===== src/rtl/life_pkg.sv =====
// Shared types and helpers for the multi-channel toroidal Game of Life frame engine.
package life_pkg;
    typedef enum logic [1:0] {WAIT, COMPUTE, COMMIT, STREAM} state_t;

    localparam int SIDE_DEF = 8;
    localparam int CELLS    = SIDE_DEF * SIDE_DEF;
    localparam int IDX_W    = $clog2(CELLS);

    function automatic int cell_idx(input int row, input int col, input int side);
        return row * side + col;
    endfunction
endpackage


===== src/rtl/life_frame_engine_rule.sv =====
// Combinational B3/S23 next-state for one cell of a toroidal board.
module life_cell_rule
    import life_pkg::*;
#(
    parameter int SIDE = 8
) (
    input  logic [SIDE*SIDE-1:0]     board,
    input  logic [$clog2(SIDE)-1:0]  row,
    input  logic [$clog2(SIDE)-1:0]  col,
    output logic                     next
);
    localparam int SW = $clog2(SIDE);
    localparam int IW = $clog2(SIDE * SIDE);

    logic [3:0]    count;
    logic [SW-1:0] r;
    logic [SW-1:0] c;
    logic [IW-1:0] nidx;
    logic          self_alive;

    // Adding SIDE-1 is -1 modulo SIDE; the SW-bit truncation provides the wrap.
    always_comb begin
        count = '0;
        r     = '0;
        c     = '0;
        nidx  = '0;
        for (int dr = 0; dr < 3; dr++) begin
            for (int dc = 0; dc < 3; dc++) begin
                if (!(dr == 1 && dc == 1)) begin
                    r     = row + SW'(dr + SIDE - 1);
                    c     = col + SW'(dc + SIDE - 1);
                    nidx  = IW'(cell_idx(int'(r), int'(c), SIDE));
                    count = count + 4'(board[nidx]);
                end
            end
        end
    end

    assign self_alive = board[IW'(cell_idx(int'(row), int'(col), SIDE))];
    assign next       = (count == 4'd3) | ((count == 4'd2) & self_alive);
endmodule


===== src/rtl/life_frame_engine.sv =====
// Multi-channel Game of Life engine: periodic generation step, run-time board load,
// and row-major pixel streaming over a valid/ready handshake.
module life_frame_engine
    import life_pkg::*;
#(
    parameter int          SIDE      = 8,
    parameter int          CHANNELS  = 3,
    parameter int          GEN_TICKS = 12000000,
    parameter logic [7:0]  BRIGHT    = 8'h20
) (
    input  logic                                            clk,
    input  logic                                            rst,
    input  logic                                            run,
    input  logic                                            load_valid,
    input  logic [((CHANNELS > 1) ? $clog2(CHANNELS) : 1)-1:0] load_chan,
    input  logic [SIDE*SIDE-1:0]                            load_board,
    output logic                                            load_ready,
    output logic                                            pix_valid,
    input  logic                                            pix_ready,
    output logic [8*CHANNELS-1:0]                           pix_data,
    output logic                                            frame_done,
    output logic [15:0]                                     generation
);
    localparam int NCELL = SIDE * SIDE;
    localparam int IW    = $clog2(NCELL);
    localparam int SW    = $clog2(SIDE);
    localparam int TW    = $clog2(GEN_TICKS);
    localparam int CW    = (CHANNELS > 1) ? $clog2(CHANNELS) : 1;

    state_t        state_q, state_d;
    logic [TW-1:0] tick_q;
    logic          pending_q;
    logic          dirty_q;
    logic [IW-1:0] idx_q;
    logic [15:0]   gen_q;
    logic          frame_done_q;

    logic tick_wrap, load_fire, chan_ok, last_idx, go_compute, go_stream;

    assign tick_wrap  = (tick_q == TW'(GEN_TICKS - 1));
    assign load_fire  = load_valid & load_ready;
    assign chan_ok    = int'(load_chan) < CHANNELS;
    assign last_idx   = (idx_q == IW'(NCELL - 1));
    assign go_compute = (state_q == WAIT) & pending_q & run;
    assign go_stream  = (state_q == WAIT) & ~go_compute & dirty_q;

    always_ff @(posedge clk) begin
        if (rst) begin
            state_q <= WAIT;
        end else begin
            state_q <= state_d;
        end
    end

    always_comb begin
        state_d = state_q;
        case (state_q)
            WAIT: begin
                if (pending_q & run) state_d = COMPUTE;
                else if (dirty_q)    state_d = STREAM;
            end
            COMPUTE: if (last_idx) state_d = COMMIT;
            COMMIT:  state_d = STREAM;
            STREAM:  if (pix_ready & last_idx) state_d = WAIT;
            default: state_d = WAIT;
        endcase
    end

    always_comb begin
        load_ready = (state_q == WAIT) & ~rst;
        pix_valid  = (state_q == STREAM);
    end

    // Sticky requests: a new set in the same cycle as a clear wins, so nothing is lost.
    always_ff @(posedge clk) begin
        if (rst) begin
            tick_q       <= '0;
            pending_q    <= 1'b0;
            dirty_q      <= 1'b0;
            idx_q        <= '0;
            gen_q        <= '0;
            frame_done_q <= 1'b0;
        end else begin
            tick_q       <= tick_wrap ? '0 : tick_q + TW'(1);
            pending_q    <= (pending_q & ~go_compute) | (tick_wrap & run);
            dirty_q      <= (dirty_q & ~go_stream) | (load_fire & chan_ok);
            frame_done_q <= pix_valid & pix_ready & last_idx;
            if (state_q == COMMIT) begin
                gen_q <= gen_q + 16'd1;
            end
            if ((state_q == COMPUTE) || (pix_valid && pix_ready)) begin
                idx_q <= last_idx ? '0 : idx_q + IW'(1);
            end
        end
    end

    for (genvar gi = 0; gi < CHANNELS; gi++) begin : g_chan
        logic [NCELL-1:0] board_q;
        logic [NCELL-1:0] shadow_q;
        logic             cell_next;

        life_cell_rule #(.SIDE(SIDE)) u_rule (
            .board (board_q),
            .row   (idx_q[IW-1:SW]),
            .col   (idx_q[SW-1:0]),
            .next  (cell_next)
        );

        always_ff @(posedge clk) begin
            if (rst) begin
                board_q  <= '0;
                shadow_q <= '0;
            end else begin
                if (state_q == COMPUTE) begin
                    shadow_q[idx_q] <= cell_next;
                end
                if (state_q == COMMIT) begin
                    board_q <= shadow_q;
                end else if (load_fire && (load_chan == CW'(gi))) begin
                    board_q <= load_board;
                end
            end
        end

        assign pix_data[8*gi +: 8] = (pix_valid && board_q[idx_q]) ? BRIGHT : 8'h00;
    end

    assign frame_done = frame_done_q;
    assign generation = gen_q;
endmodule


===== config.mk =====
export PLATFORM = sky130hd
export DESIGN_NAME = life_frame_engine
export DESIGN_NICKNAME = d
export VERILOG_FILES = /design/src/rtl/life_pkg.sv /design/src/rtl/life_frame_engine_rule.sv /design/src/rtl/life_frame_engine.sv
export SDC_FILE = /design/constraint.sdc
export NUM_CORES = 1
export LEC_CHECK = 0
export ABC_AREA = 1
export ABC_CLOCK_PERIOD_IN_PS = 7200
export CORE_MARGIN = 1
export CORE_UTILIZATION = 30
export CTS_CLUSTER_SIZE = 30
export DETAILED_ROUTE_END_ITERATION = 8
export PLACE_DENSITY = 0.44
export SYNTH_ARGS = -nofsm -noshare
export SYNTH_HDL_FRONTEND = slang
export SYNTH_SLANG_ARGS = --single-unit
export TNS_END_PERCENT = 5

===== constraint.sdc =====
create_clock -name clk -period 7.2 [get_ports clk]
set_input_delay 1.44 -clock clk [delete_from_list [all_inputs] [get_ports clk]]
set_output_delay 1.44 -clock clk [all_outputs]
set_load 0.03 [all_outputs]

-- Word-level counts from Yosys, hierarchy flattened
Index checks and enable logic that the tools add are counted.
- add/sub/neg operators: 37
- $lt $le $gt $ge: 12
- equal/unequal tests: 16
- muxes and demuxes: 83
- bitwise logic cells: 25
- reduce and logical (&&, ||, !) cells: 16
- operators by type and width (cell ; number):
    $mux 64 ; 6
    $bwmux 64 ; 3
    $bmux 1 s6 ; 30
    $add 4x1->4 ; 18
    $lt 6x7->1 const B ; 9
    $add 6x3->6 ; 9
    $mux 1 ; 34
    $add 24x1->24 const B ; 1
    $eq 24x24->1 const B ; 1
    $eq 4x2->1 const B ; 6
    $mux 6 ; 4
    $and 1x1->1 ; 17
    $add 16x1->16 const B ; 1
    $logic_and 1x1->1 ; 8
    $lt 6x8->1 const B ; 1
    $mux 2 ; 4
    $pmux 2 s4 ; 1
    $add 1x1->2 ; 3
    $add 3x1->3 const B ; 2
    $add 3x3->3 const B ; 2
    $add 6x1->6 const B ; 1
    $demux 1 s6 ; 1
    $eq 2x2->1 const B ; 3
    $eq 6x6->1 const B ; 1
    13 further kinds ; 23
- register bits after elaboration: 435
- input port bits: 71
- output and inout bits: 43
- logic and storage cells: 202

-- Logic depth before layout (Yosys ltp)
Gate-level depths: netlist of the first run.
- word-level depth: 15
- gate-level depth with buffers: 30
- gate-level depth less buffers: 24

-- Modules after synthesis
Synthesis of the first run repeated with hierarchy kept, for this count alone.
- cell total of the unflattened synthesis: 4620
- area, all modules: 27805.4 µm²
- by module, submodules not included (module ; times used ; cells an instance ; area each (µm²) ; sequential area each (µm²)):
    life_frame_engine ; 1 ; 3089 ; 20258.2 ; 8708.4
    life_cell_rule at g_chan[2].u_rule ; 1 ; 513 ; 2575.0 ; 0.0
    life_cell_rule at g_chan[0].u_rule ; 1 ; 512 ; 2558.7 ; 0.0
    life_cell_rule at g_chan[1].u_rule ; 1 ; 506 ; 2413.6 ; 0.0

-- Worst setup path before layout of the first run
No wires, ideal clock.
- path kind: register -> register
- start: reg idx_q[0]
- end: reg g_chan[2].shadow_q[10]
- library setup time: 70 ps
- arrival time: 5415 ps
- slack: 1716 ps
- stages on the path, launching flop included: 28
- buffers on the path: 7
- cell sequence: dfxtp_1 buf_6 inv_2 buf_6 buf_4 buf_2 ha_1 clkbuf_1 clkbuf_1 o21ai_0 o22ai_1 nand2_1 nand2_1 nand2_1 nand3_1 o21ai_1 ha_1 inv_1 fa_1 fa_1 inv_1 fa_1 inv_1 fa_1 a211oi_1 nand2_4 buf_6 a21oi_1
- word-level cells in the longest chain between the ends: 15
- elaborated cells on any way between the ends: 47
- those cells by class: add/sub: 18; order compare: 2; eq/ne: 2; mux: 22; bitwise: 2; reduce/logical: 1
- ends and longest elaborated chain (item ; line ; RTL):
    start, declared ; life_frame_engine.sv:34 ; logic [IW-1:0] idx_q;
    start signal, assigned ; life_frame_engine.sv:92 ; idx_q <= last_idx ? '0 : idx_q + IW'(1);
    $add 3x3->3 ; life_frame_engine_rule.sv:31 ; c = col + SW'(dc + SIDE - 1);
    $add 6x3->6 ; life_pkg.sv:10 ; return row * side + col;
    $bmux 1 s6 ; life_frame_engine_rule.sv:33 ; count = count + 4'(board[nidx]);
    $mux 1 (not written as such) ; life_frame_engine_rule.sv:33 ;
    $add 1x1->2 ; life_frame_engine_rule.sv:33 ;
    $add 4x1->4 (6 in a row) ; life_frame_engine_rule.sv:33 ;
    $eq 4x2->1 ; life_frame_engine_rule.sv:40 ; assign next = (count == 4'd3) | ((count == 4'd2) & self_alive);
    $and 1x1->1 ; life_frame_engine_rule.sv:40 ;
    $or 1x1->1 ; life_frame_engine_rule.sv:40 ;
    $bwmux 64 (*) ; life_frame_engine.sv:115 ; shadow_q[idx_q] <= cell_next;
    end signal, assigned by index ; life_frame_engine.sv:115 ;
    end, declared ; life_frame_engine.sv:99 ; logic [NCELL-1:0] shadow_q;
Every way passes the cells marked *; elsewhere a longest branch is shown, timed or not. The select of a mux whose other input is x is not followed.
A chain may end at the register's enable or synchronous reset.

-- Worst setup path after layout of the first run
- start: reg idx_q[0]
- end: reg g_chan[1].shadow_q[51]
- word-level cells in the longest chain between the ends: 15
- elaborated cells on any way between the ends: 47
- those cells by class: add/sub: 18; order compare: 2; eq/ne: 2; mux: 22; bitwise: 2; reduce/logical: 1
- ends and longest elaborated chain (item ; line):
    $add 3x3->3 ; life_frame_engine_rule.sv:31
    $add 6x3->6 ; life_pkg.sv:10
    $bmux 1 s6 ; life_frame_engine_rule.sv:33
    $mux 1 (not written as such) ; life_frame_engine_rule.sv:33
    $add 1x1->2 ; life_frame_engine_rule.sv:33
    $add 4x1->4 (6 in a row) ; life_frame_engine_rule.sv:33
    $eq 4x2->1 ; life_frame_engine_rule.sv:40
    $and 1x1->1 ; life_frame_engine_rule.sv:40
    $or 1x1->1 ; life_frame_engine_rule.sv:40
    $bwmux 64 (*) ; life_frame_engine.sv:115
    end signal, assigned by index ; life_frame_engine.sv:115
    end, declared ; life_frame_engine.sv:99
Marked as above.

==> flow_summary_export.csv, run 1 <==
group,metric,value,unit
run_status,status,"finished clean",
global_route,grt.total_usage,0.224,
detailed_routing,via_count,23800,
clock_tree,cts_resized,0,
floorplan,die_height,283,um
logic_synthesis,syn_inst,3694,
pwr,seq_power_share,0.220,
pwr,p_sw,7180,uW
finish,final_nets,3750,
pwr,p_leak,0.0106,uW
worst_setup_path,cp_data_required_time,7710,ps
detailed_routing,drtPass1Iterations,5,
floorplan,num_io_pins,114,
pwr,pwr-share-comb,0.571,
timing,whs,446,ps
clock_tree,clk-insertion-delay-late,620,ps
logic_synthesis,avgSynthCellArea,6.43,sq um
global_route,grt_pass1_vias,22400,
worst_hold_path,hold_path_class,"reg2reg",
clock_tree,hold_buffers,0,
logic_synthesis,synth-compound-area-share,0.209,
logic_synthesis,synth_simple_gate_area_frac,0.311,
global_route,grt_overflow_total,0,
floorplan,num_rows,102,
timing,finalSetupViolCount,0,
worst_setup_path,crit_arrival,6720,ps
timing,worst_pin_slew,1140,ps
detailed_routing,ant_nets,0,
global_route,grt_first_pass_wirelength,140,mm
detailed_routing,post-route-drc-count,0,
finish,drive_above_1_share,0.0517,
global_route,antenna_found_initial,1,
detailed_routing,totalWireLength,91.4,mm
logic_synthesis,yosysWarnings,0,
pwr,p_per_area,487,mW/mm^2
timing,slew_violations,0,
global_route,grt_max_degree,122,
detailed_routing,wire_per_inst,19.3,um
pwr,p_int,5950,uW
flow_run,cap_violations,0,
clock_tree,htree_num_levels,2,
clock_tree,ctsRootBufferMaster,"clkbuf_16",
placement,post-place-ws,998,ps
detailed_routing,drt_iter0_drc,1905,
clock_tree,cts_buffers,53,
logic_synthesis,synth_edf_count,0,
logic_synthesis,synth_area,0.0238,sq mm
timing,max_freq,161,MHz
clock_tree,clockBufferDepth,3,
timing,hold_violations,0,
finish,area_delta_synth_final,13.4,%
timing,clock_skew,23.8,ps
placement,hpwl,60.1,mm
timing,post-route-period-util,0.861,
timing,fin_crit,6200,ps
worst_setup_path,worstSetupStartpointType,"flop",
logic_synthesis,synthFlopType,"dfxtp_1",
floorplan,design.core.area,0.0780,sq mm
logic_synthesis,synth_top_family_by_area,"simple AND/OR/NAND/NOR gates",
finish,fin_cells,4731,
finish,fin_area,0.0270,sq mm
timing,relSlewSlack,0.240,
worst_setup_path,crit_type,"reg2reg",
clock_tree,cts_tree,"built",
logic_synthesis,yosysUniqueCellTypes,47,
detailed_routing,vias_per_cell,5.03,
placement,dp.cells,4633,
floorplan,die_x,283,um
placement,placed_cell_area,0.0252,sq mm
logic_synthesis,synth-adder-area-share,0.0201,
clock_tree,post_cts_buffers,0,
logic_synthesis,async_reset_ff_frac,0,
placement,port_buffers,92,
finish,fillerInstances,8549,
clock_tree,clkSinkCount,435,
pwr,swShare,0.547,
logic_synthesis,synth_xor_area_frac,0.00400,
clock_tree,clkTransAtPathRegs,60,ps
logic_synthesis,seq_area_frac_synth,0.366,
timing,rsz0062_at_grt,"no",
logic_synthesis,muxShareOfSynthArea,0.00295,
pwr,clkPwrFrac,0.208,
pwr,vdd_ir_drop_max,0.00129,V
logic_synthesis,synth_seq_cells,435,
finish,antennaDiodeCount,0,
worst_setup_path,endpoint_kind,"flop",
placement,place_congestion,0.928,
floorplan,die_area,0.0804,sq mm
timing,fin_ws,998,ps
worst_setup_path,cp_max_fo,64,
floorplan,start_util,0.305,
timing,tns,0,ps
## stage by stage
step           total power, uW  utilization
2_1_floorplan             8840            -
3_3_place_gp             10400        0.323
3_5_place_dp             10400        0.323
4_1_cts                  13200        0.346
5_1_grt                  14000        0.346
6_report                 13100        0.346
## Yosys cell counts, types with 2 or more instances
library cell  instances  area, sq um
and2_1                5         31.3
xnor2_1               4         35.0
inv_1               175          657
clkbuf_1            126          473
o21ai_0             322         1610
buf_2                55          275
nand3_1             126          631
a21oi_1             264         1320
ha_1                 19          238
or2_2                34          213
and3_1                4         25.0
nor2_1              229          860
or2_0                 2         12.5
buf_6                24          270
inv_2                 6         22.5
nand4_1              14         87.6
o211ai_1             49          368
o22ai_1              12         75.1
clkinv_1              7         26.3
nand2_4               3         33.8
o31ai_1               2         15.0
fa_1                 12          240
or2_1                12         75.1
mux2i_1               7         70.1
nor3b_1               3         22.5
o21ai_1              37          185
xor2_1                5         43.8
nor4_1                6         37.5
a31oi_1             199         1240
buf_4                31          233
o2111ai_1             6         52.6
buf_1                26         97.6
nor3_1               17         85.1
nand2_1            1399         5250
a211oi_1              6         45.0
dfxtp_1             435         8710
## power groups by stage
| stage | clock, uW | combinational (uW) | sequential, uW |
|---|---|---|---|
| 6_report | 2740 | 7500 | 2890 |
| 5_1_grt | 2900 | 8130 | 2920 |
| 3_5_place_dp | 0 | 7500 | 2940 |
| 2_1_floorplan | 0 | 6000 | 2840 |
| 4_1_cts | 2800 | 7520 | 2890 |
| 3_3_place_gp | 0 | 7450 | 2940 |
## path summary, 6_finish.rpt
check	startpoint	to	slack (ps)	cells after the start
max	idx_q[0]	g_chan[1].shadow_q[51]	1000	23
min	tick_q[0]	tick_q[0]	450	1
max reg2reg	idx_q[0]	g_chan[1].shadow_q[51]	1000	23
min reg2reg	tick_q[0]	tick_q[0]	450	1
## state kept, by name, indices dropped and copies added (netlist names)
register / count
state_q: 2
g_chan.shadow_q: 192
idx_q: 6
generation: 16
g_chan.board_q: 192
pending_q: 1
dirty_q: 1
tick_q: 24
frame_done: 1
## critical path, cell delays in order (launching register included)
cell and delay (ps):
dfxtp_4 390, inv_4 50, ha_4 150, xnor2_2 120, inv_1 450, buf_4 310
o21ai_0 100, o21ai_0 260, nand2_1 110, nand3_1 80, o21ai_1 90, nand2_1 110
nand2_1 70, ha_1 270, inv_1 50, fa_1 500, fa_1 540, inv_1 50
fa_1 440, inv_1 90, fa_1 410, a211oi_1 390, nand2_4 680, a21oi_1 350
## cell families after synthesis
kind of cell | after synthesis
AND/OR/NAND/NOR | 1858
multiplexers | 7
flip-flops | 435
other | 1
XOR/XNOR | 10
adder cells (fa/ha/maj) | 31
AO/OA/AOI/OAI | 902
buffers and inverters | 450
## final cells by class
cell class / instances / area, sq um / area share
multi-input cells: 2829 / 13100 / 0.487
flip-flops and latches: 435 / 8710 / 0.323
clock buffers: 75 / 1500 / 0.0556
repair buffers: 141 / 1340 / 0.0497
well taps: 1040 / 1300 / 0.0483
inverters: 188 / 711 / 0.0264
clock inverters: 23 / 273 / 0.0101
## layout by cell type (no fill, tap or decap), types with 17 or more instances in the layout
master	count
nand2_1	1396
dfxtp_1	433
o21ai_0	322
a21oi_1	264
nor2_1	229
a31oi_1	199
inv_1	175
nand3_1	126
clkdlybuf4s50_1	91
clkbuf_16	53
o211ai_1	49
buf_4	45
o21ai_1	37
or2_2	34
conb_1	21
nor3_1	17
ha_1	17
## routing by layer
metal  share of wire  vias to the layer above  global-route usage
met5               0                        -                   0
li1                -                    12000                   -
met1            0.49                    11200               0.314
met2            0.46                      482               0.366
met3           0.041                       85              0.0253
met4           0.018                        0              0.0478
(Power assumes the default switching activity.)
==> inputs of run 2 (changes only) <==
--- a/config.mk
+++ b/config.mk
@@ -5,7 +5,6 @@
 export SDC_FILE = /design/constraint.sdc
 export NUM_CORES = 1
 export LEC_CHECK = 0
-export ABC_AREA = 1
 export ABC_CLOCK_PERIOD_IN_PS = 7200
 export CORE_MARGIN = 1
 export CORE_UTILIZATION = 30
==> run 2 against run 1 <==
  * Register-to-register slack worse by 310 ps
  * Clock power rose by 2%
  * Area after synthesis decreased by 1.5%
  * Die area fell by 1.5%
  * Core utilization is 0.29 points higher
  * Critical endpoint is now g_chan[2].shadow_q[3]
  * Highest routed layer is now met5
==> flow_summary_export.csv, run 2 <==
group,metric,value,unit
timing,relSlewSlack,0.109,
worst_setup_path,endpoint_kind,"flop",
logic_synthesis,synthFlopType,"dfxtp_1",
timing,hold_violations,0,
clock_tree,clk-insertion-delay-late,620,ps
finish,fin_cells,3736,
pwr,p_leak,0.00868,uW
logic_synthesis,synth_edf_count,0,
worst_setup_path,cp_max_fo,67,
worst_setup_path,worstSetupStartpointType,"flop",
clock_tree,cts_tree,"built",
floorplan,design.core.area,0.0773,sq mm
floorplan,die_area,0.0792,sq mm
detailed_routing,via_count,21400,
placement,hpwl,65.4,mm
logic_synthesis,synth_top_area_frac,0.372,
pwr,p_per_area,409,mW/mm^2
global_route,grt_overflow_total,0,
clock_tree,cts_buffers,51,
clock_tree,hold_buffers,0,
logic_synthesis,async_reset_ff_frac,0,
worst_setup_path,max_stage_delay,640,ps
detailed_routing,post-route-drc-count,0,
timing,fin_crit,6510,ps
logic_synthesis,synth.largest_area_cell,"dfxtp_1",
logic_synthesis,yosysMostFrequentCell,"dfxtp_1",
timing,slew_violations,0,
pwr,vdd_ir_drop_max,0.000445,V
timing,rsz0062_at_grt,"no",
finish,fillerInstances,7961,
worst_setup_path,cp_cell_sequence,"buf_12 -> mux2_2 -> mux4_2 -> o21ai_1 -> o22ai_1 -> a221o_1 -> ha_1 -> inv_1 -> fa_1 -> fa_1 -> inv_1 -> fa_1 -> inv_1 -> fa_1 -> a211oi_1 -> mux2i_1 -> or2_2 -> a31oi_2 -> buf_4 -> nand3_1 -> a21oi_1",
timing,max_freq,154,MHz
worst_setup_path,critPathSlowestCell,"dfxtp_4",
clock_tree,clockBufferDepth,3,
flow_run,cap_violations,0,
clock_tree,post_cts_buffers,0,
run_status,status,"finished clean",
logic_synthesis,synth_common_cells,"dfxtp_1 (435), nand2_1 (423), a21oi_1 (339)",
finish,antennaDiodeCount,0,
timing,tns,0,ps
finish,final_common_cell,"dfxtp_1",
logic_synthesis,syn_inst,2668,
placement,place_congestion,0.949,
timing,worst_pin_slew,1330,ps
detailed_routing,drtPass1Iterations,5,
clock_tree,ctsRootBufferMaster,"clkbuf_16",
floorplan,die_x,281,um
finish,reg.largest.list,"g_chan.board_q: 192 flops, g_chan.shadow_q: 192 flops, tick_q: 24 flops",
timing,post-route-period-util,0.905,
placement,dp.cells,3642,
logic_synthesis,avgSynthCellArea,8.78,sq um
clock_tree,htree_num_levels,2,
global_route,grt.total_usage,0.240,
global_route,grt_max_degree,203,
logic_synthesis,yosysUniqueCellTypes,84,
finish,drive_above_1_share,0.125,
worst_setup_path,crit_type,"reg2reg",
worst_setup_path,cp_common_cell,"fa_1",
detailed_routing,totalWireLength,96.1,mm
clock_tree,cts_resized,0,
worst_hold_path,hold_path_class,"reg2reg",
detailed_routing,wire_per_inst,25.7,um
timing,finalSetupViolCount,0,
floorplan,start_util,0.303,
worst_setup_path,cp_data_required_time,7730,ps
global_route,grt_first_pass_wirelength,142,mm
finish,final_nets,2757,
detailed_routing,drt_iter0_drc,2019,
logic_synthesis,ys_top_cells_by_area,"dfxtp_1 (37%), a21oi_1 (7.2%), nand2_1 (6.8%)",
global_route,grt_pass1_vias,20700,
finish,area_delta_synth_final,15.1,%
timing,whs,453,ps
detailed_routing,ant_nets,0,
worst_setup_path,crit_arrival,7050,ps
clock_tree,clkSinkCount,435,
placement,port_buffers,92,
logic_synthesis,yosysWarnings,0,
detailed_routing,vias_per_cell,5.74,
timing,clock_skew,25.0,ps
finish,final_cell_mix,"dfxtp_1 (431), nand2_1 (423), a21oi_1 (337)",
logic_synthesis,seq_area_frac_synth,0.372,
floorplan,num_rows,102,
global_route,antenna_found_initial,3,
logic_synthesis,synth_seq_cells,435,
clock_tree,clkTransAtPathRegs,60,ps
floorplan,die_height,281,um
floorplan,num_io_pins,114,
logic_synthesis,synth_area,0.0234,sq mm
==> run 2: cell type report <==
class,instances,area [sq um],share of cell area
multi-input combinational,1967,13400,0.498
sequential,435,8720,0.323
timing repair buffer,164,1580,0.0586
clock buffer,77,1500,0.0558
tap,1040,1300,0.0483
clock inverter,17,302,0.0112
inverter,36,135,0.00501
==> run 2: path summary, 6_finish.rpt <==
kind,slack (ps),depth (start not counted),to,startpoint
worst min register to register,450,2,g_chan[1].shadow_q[9],g_chan[1].shadow_q[9]
worst max register to register,690,21,g_chan[2].shadow_q[3],idx_q[0]
worst min-delay path,450,2,g_chan[1].shadow_q[9],g_chan[1].shadow_q[9]
worst max-delay path,690,21,g_chan[2].shadow_q[3],idx_q[0]
==> run 2: cells by family after synthesis <==
| logic type | share of synthesized area |
|---|---|
| simple gates | 0.174 |
| compound gates | 0.222 |
| flops | 0.372 |
| buf+inv | 0.0634 |
| mux | 0.130 |
| xor+xnor | 0.0175 |
| fa+ha+maj | 0.0204 |
| other cells | 0.000160 |
==> run 2: critical path: cells and delay by family (launching register included) <==
family / cells / cell delay [ps]
fa+ha+maj: 5 / 1860
compound gates: 6 / 1410
buf+inv: 5 / 880
mux: 3 / 1040
flops: 1 / 640
simple gates: 2 / 550
==> run 2: where the power goes <==
part	internal [uW]	switching, uW
sequential	2670	336
clock	1700	1110
combinational	1430	3790
total	5800	5230
==> run 2: routing by layer <==
| layer | vias up | share of wire | GRT usage |
|---|---|---|---|
| met5 | - | 0.00012 | 0 |
| met4 | 2 | 0.032 | 0.0815 |
| met3 | 145 | 0.058 | 0.0337 |
| met2 | 787 | 0.46 | 0.386 |
| met1 | 10700 | 0.45 | 0.327 |
| li1 | 9754 | - | - |
==> run 2: stage by stage <==
step	total power [uW]	worst slack (ps)	cell area, sq um	utilization
3_3_place_gp	8160	778	25200	0.325
4_1_cts	11100	712	27000	0.349
5_1_grt	11400	378	27000	0.349
6_report	11000	686	27000	0.349
3_5_place_dp	8230	739	25200	0.325
2_1_floorplan	6110	1050	23500	-
